==> src/rtl/psk_pkg.sv <==
// Shared constants for the PSK symbol mapper.
// Mode encoding, FSM state type, bit-counter width helper.
package psk_pkg;

  localparam logic MODE_BPSK = 1'b0;
  localparam logic MODE_QPSK = 1'b1;

  typedef enum logic {
    IDLE  = 1'b0,
    SHIFT = 1'b1
  } state_t;

  function automatic int cnt_w(input int n);
    return $clog2(n + 1);
  endfunction

endpackage

==> src/rtl/psk_rail_map.sv <==
// One I or Q rail: differential encoder ref flop plus +/-AMP mapping.
// Ports: clk, rst, load, bit_in, diff, flag in; amp (signed sample) out.
module psk_rail_map #(
  parameter int AMP_W = 8,
  parameter int AMP   = 127
) (
  input  logic                    clk,
  input  logic                    rst,
  input  logic                    load,
  input  logic                    bit_in,
  input  logic                    diff,
  input  logic                    flag,
  output logic signed [AMP_W-1:0] amp
);

  localparam logic signed [AMP_W-1:0] POS = AMP_W'(AMP);
  localparam logic signed [AMP_W-1:0] NEG = -POS;

  logic ref_q;
  logic d;

  assign d   = bit_in ^ (diff & ref_q);
  assign amp = (d ^ flag) ? NEG : POS;

  // ref only tracks the encoded stream while diff is on
  always_ff @(posedge clk) begin
    if (rst) begin
      ref_q <= 1'b0;
    end else if (load && diff) begin
      ref_q <= d;
    end
  end

endmodule

==> src/rtl/psk_symbol_mapper.sv <==
// Serialises an N-bit codeword LSB-first into BPSK/QPSK I/Q symbols.
// Ports: CLK, RST, DataIn/InValid/InReady, Mode/Diff/Flag, IOut/QOut/SymValid/SymLast/OutReady.
module psk_symbol_mapper
  import psk_pkg::*;
#(
  parameter int N     = 7,
  parameter int AMP_W = 8,
  parameter int AMP   = 127
) (
  input  logic                    CLK,
  input  logic                    RST,
  input  logic [N-1:0]            DataIn,
  input  logic                    InValid,
  output logic                    InReady,
  input  logic                    Mode,
  input  logic                    Diff,
  input  logic                    Flag,
  output logic signed [AMP_W-1:0] IOut,
  output logic signed [AMP_W-1:0] QOut,
  output logic                    SymValid,
  output logic                    SymLast,
  input  logic                    OutReady
);

  localparam int CW = cnt_w(N);

  state_t state, state_nx;

  logic [N-1:0]  shreg;
  logic [CW-1:0] bits_left;
  logic [CW-1:0] step;
  logic          mode_q;
  logic          diff_q;
  logic          flag_q;
  logic          load;
  logic          last;
  logic          b_i;
  logic          b_q;
  logic          load_q;

  logic signed [AMP_W-1:0] amp_i;
  logic signed [AMP_W-1:0] amp_q;

  assign step = (mode_q == MODE_QPSK) ? CW'(2) : CW'(1);
  assign b_i  = shreg[0];
  // a lone trailing bit in QPSK pads Q with 0
  assign b_q  = (bits_left >= CW'(2)) ? shreg[1] : 1'b0;

  assign load_q = load && (mode_q == MODE_QPSK);

  always_ff @(posedge CLK) begin
    if (RST) state <= IDLE;
    else     state <= state_nx;
  end

  always_comb begin
    state_nx = state;
    InReady  = 1'b0;
    load     = 1'b0;
    last     = 1'b0;
    unique case (state)
      IDLE: begin
        InReady = 1'b1;
        if (InValid) state_nx = SHIFT;
      end
      SHIFT: begin
        load = !SymValid || OutReady;
        last = load && (bits_left <= step);
        if (last) state_nx = IDLE;
      end
    endcase
  end

  always_ff @(posedge CLK) begin
    if (RST) begin
      shreg     <= '0;
      bits_left <= '0;
      mode_q    <= MODE_BPSK;
      diff_q    <= 1'b0;
      flag_q    <= 1'b0;
    end else if (state == IDLE && InValid) begin
      shreg     <= DataIn;
      bits_left <= CW'(N);
      mode_q    <= Mode;
      diff_q    <= Diff;
      flag_q    <= Flag;
    end else if (load) begin
      shreg     <= (mode_q == MODE_QPSK) ? shreg >> 2 : shreg >> 1;
      bits_left <= last ? '0 : bits_left - step;
    end
  end

  always_ff @(posedge CLK) begin
    if (RST) begin
      IOut     <= '0;
      QOut     <= '0;
      SymValid <= 1'b0;
      SymLast  <= 1'b0;
    end else if (load) begin
      IOut     <= amp_i;
      QOut     <= load_q ? amp_q : '0;
      SymValid <= 1'b1;
      SymLast  <= last;
    end else if (OutReady) begin
      SymValid <= 1'b0;
      SymLast  <= 1'b0;
    end
  end

  psk_rail_map #(
    .AMP_W(AMP_W),
    .AMP  (AMP)
  ) u_rail_i (
    .clk   (CLK),
    .rst   (RST),
    .load  (load),
    .bit_in(b_i),
    .diff  (diff_q),
    .flag  (flag_q),
    .amp   (amp_i)
  );

  psk_rail_map #(
    .AMP_W(AMP_W),
    .AMP  (AMP)
  ) u_rail_q (
    .clk   (CLK),
    .rst   (RST),
    .load  (load_q),
    .bit_in(b_q),
    .diff  (diff_q),
    .flag  (flag_q),
    .amp   (amp_q)
  );

endmodule

==> config.mk <==
export PLATFORM = sky130hd
export DESIGN_NAME = psk_symbol_mapper
export DESIGN_NICKNAME = d
export VERILOG_FILES = /design/src/rtl/psk_pkg.sv /design/src/rtl/psk_rail_map.sv /design/src/rtl/psk_symbol_mapper.sv
export SDC_FILE = /design/constraint.sdc
export NUM_CORES = 1
export LEC_CHECK = 0
export BUFFER_PORTS_ARGS = -buffer_cell sky130_fd_sc_hd__buf_2
export CAP_MARGIN = 30
export CORE_MARGIN = 2
export CORE_UTILIZATION = 45
export DETAILED_ROUTE_END_ITERATION = 10
export HOLD_SLACK_MARGIN = 0.08
export MAX_ROUTING_LAYER = met4
export PLACE_DENSITY = 0.77
export SLEW_MARGIN = 20
export SYNTH_ARGS = -nofsm -noshare
export SYNTH_HDL_FRONTEND = slang
export SYNTH_HIERARCHICAL = 1
export SYNTH_SLANG_ARGS = --single-unit
==> constraint.sdc <==
create_clock -name CLK -period 2.1 [get_ports CLK]
set_input_delay 0.315 -clock CLK [delete_from_list [all_inputs] [get_ports CLK]]
set_output_delay 0.315 -clock CLK [all_outputs]
set_load 0.05 [all_outputs]
==> flow_metrics.tcl <==
set metrics [dict create \
    fmax_ghz 0.653 \
    crit_path_end_kind "flip-flop" \
    grt_first_pass_wirelength_um 5080 \
    hpwlAfterDp_um 2150 \
    crit_type "flip-flop to flip-flop" \
    cp.required_ns 2.35 \
    dp.cells 253 \
    stdcell_area_um2 1800 \
    die_area_um2 4090 \
    rr_startpoint "mode_q" \
    reg2reg_to "bits_left[0]" \
    skew_ns 0.00963 \
    combPwrFrac_pct 24.7 \
    finalSetupViolCount 0 \
    intPower_mw 1.08 \
    p_per_area_nw_per_um2 888 \
    worstSetupStartpoint "mode_q" \
    drc_errors 0 \
    num_antenna_cells 0 \
    num_vias 1289 \
    seqPwrFrac_pct 45.9 \
    final_nets 231 \
    antenna_found_initial 0 \
    cts_setup_buffers 0 \
    hold_violations 0 \
    cts_resized 0 \
    htree_levels 2 \
    numCtsBuffers 5 \
    whs_endpoint "diff_q" \
    period_share_pct 72.9 \
    slew_violations 0 \
    leakage_nw 0.757 \
    cts_root_buf "clkbuf_4" \
    rr_worst_depth 5 \
    grt_pass1_vias 1163 \
    synth_area_um2 1620 \
    switchingPower_uw 519 \
    initial_utilization_pct 47.7 \
    core_area_um2 3390 \
    drv_cap 0 \
    regToRegSetupSlack_ns 0.57 \
    drt_iter0_drc 76 \
    cts_tree "done" \
    syn_nets 209 \
    ys_seq_elements 34 \
    viasPerCell 4.94 \
    wl_per_cell_um 11.5 \
    finalSetupTns_ns 0 \
    die_w_um 64.0 \
    status "complete, no violations" \
    num_io_pins 33 \
    vdd.ir_drop.worst_mv 0.376 \
    start_kind "flip-flop" \
    syn2layout_area_growth_pct 11.2 \
    rsz0062_at_grt "no" \
    yosys.area.top_type_share_pct 42.1 \
    switching_share_pct 32.5 \
    place_area_um2 1720 \
    routed_wl_um 3000 \
    final_common_cell "nand2_1" \
    row_count 21 \
    hold_path.class "input port to flip-flop" \
    netlist_top_cells_area "dfxtp_1 42%, nand2_1 9.5%, a21oi_1 9.3%, buf_4 5.6%, nand3_1 3.7%" \
    pwr-share-clk_pct 29.4 \
    drive_above_1_share_pct 26.0 \
    hold_depth 3 \
    grt_max_degree 26 \
    grt_overflow 0 \
    clock_latency_ns 0.34 \
    path_clk_slew_ns 0.11 \
    layout.cells.non_filler 261 \
    clock_path_buffers 2 \
    ys_seq_area_share_pct 42.1 \
    ctsHoldBuffers 0 \
    die_y_um 64.0 \
    synth_top_cell_by_area "dfxtp_1" \
    port_buffers 32 \
    cts_sinks 34 \
    finalCriticalPeriod_ns 1.53 \
    mostFrequentLayoutCells "41 x nand2_1, 34 x dfxtp_1, 32 x buf_2" \
    ys_warn_count 6 \
    grt.total_usage_pct 16.6 \
    worstHoldStart "Diff" \
    arrival_ns 1.78 \
    final_antenna_net_count 0 \
    synth_area_per_cell_um2 8.43 \
    yosysUniqueCellTypes 31 \
    dr.pass1.iters 4 \
    gp_congestion 0.811 \
    fillCellCount 315 \
    postSynthCellCount 192 \
    cp_max_fo 4 \
]
-- per-stage QoR --
step	worst slack [ns]	power [mW]	utilization (%)	hold slack [ns]
2_1_floorplan	0.314	1.10	-	0.388
3_5_place_dp	0.594	1.14	50.9	0.441
4_1_cts	0.575	1.62	53.1	0.184
6_report	0.568	1.60	53.1	0.202
5_1_grt	0.417	1.70	53.1	0.180
3_3_place_gp	0.606	1.14	50.9	0.438
-- registers in the layout, summed over array words and instances (netlist names), 3 cells and up --
signal and cells:
IOut 8, QOut 8, bits_left 3, shreg 7
-- cell families after synthesis --
logic type,Yosys count,share of synthesized area (%)
xor gates and xnor gates,7,4.72
buffers and inverters,28,10.6
muxes,7,5.34
AOI/OAI and AO/OA,42,15.1
adders and majority gates,3,2.78
DFF,34,42.1
and+or+nand+nor,69,18.9
other,2,0.464
-- worst max path at each step --
stage                     cells past startpoint      endpoint
final                                         5  bits_left[0]
after global routing                          5       QOut[3]
after global placement                        5  bits_left[2]
after CTS                                     6  bits_left[0]
after detailed placement                      6  bits_left[1]
after floorplan                               8  bits_left[1]
-- layer usage --
layer | wire [µm] | up-vias | part of all wire [%] | global-route usage, %
met5 | 0 | - | 0 | -
met4 | 52 | 0 | 1.7 | 7.88
met3 | 181 | 6 | 6.0 | 5.99
met2 | 1410 | 31 | 47 | 25.4
met1 | 1360 | 583 | 45 | 19.2
li1 | - | 669 | - | -
-- power groups by stage --
stage	registers, mW	clock network, mW	logic (mW)
floorplan	0.831	0	0.265
global placement	0.747	0	0.391
detailed placement	0.749	0	0.396
CTS	0.734	0.486	0.397
global route	0.741	0.523	0.432
finish	0.733	0.470	0.394
-- worst max-delay path: stages (launching register included) --
cell	delay, ns
dfxtp_1	0.34
inv_1	0.10
ha_1	0.31
a32oi_1	0.36
a21oi_1	0.11
a211oi_1	0.23
-- synthesized netlist by cell type --
library cell	count
a211oi_1	3
a21oi_1	30
a21oi_2	1
a22oi_1	5
a32oi_1	2
buf_2	5
buf_4	12
buf_6	2
clkbuf_1	3
conb_1	2
dfxtp_1	34
fa_1	1
ha_1	2
inv_1	5
inv_2	1
mux2_2	5
mux2_4	2
nand2_1	41
nand2_2	1
nand2b_1	2
nand2b_4	1
nand3_1	12
nand3b_1	1
nor2_1	6
nor2b_1	3
nor3_1	1
o21a_1	1
or2_0	1
xnor2_1	3
xor2_1	2
xor2_2	2
-- cell type report --
cell class	instances	area, µm²	share of cell area, %
sequential	34	681	37.8
timing repair buffer	37	198	11.0
clock inverter	1	30.0	1.67
inverter	6	22.5	1.25
multi-input combinational	130	766	42.6
clock buffer	7	45.0	2.50
tap	46	57.6	3.20
Note: power is estimated with default switching activity, not from simulation.
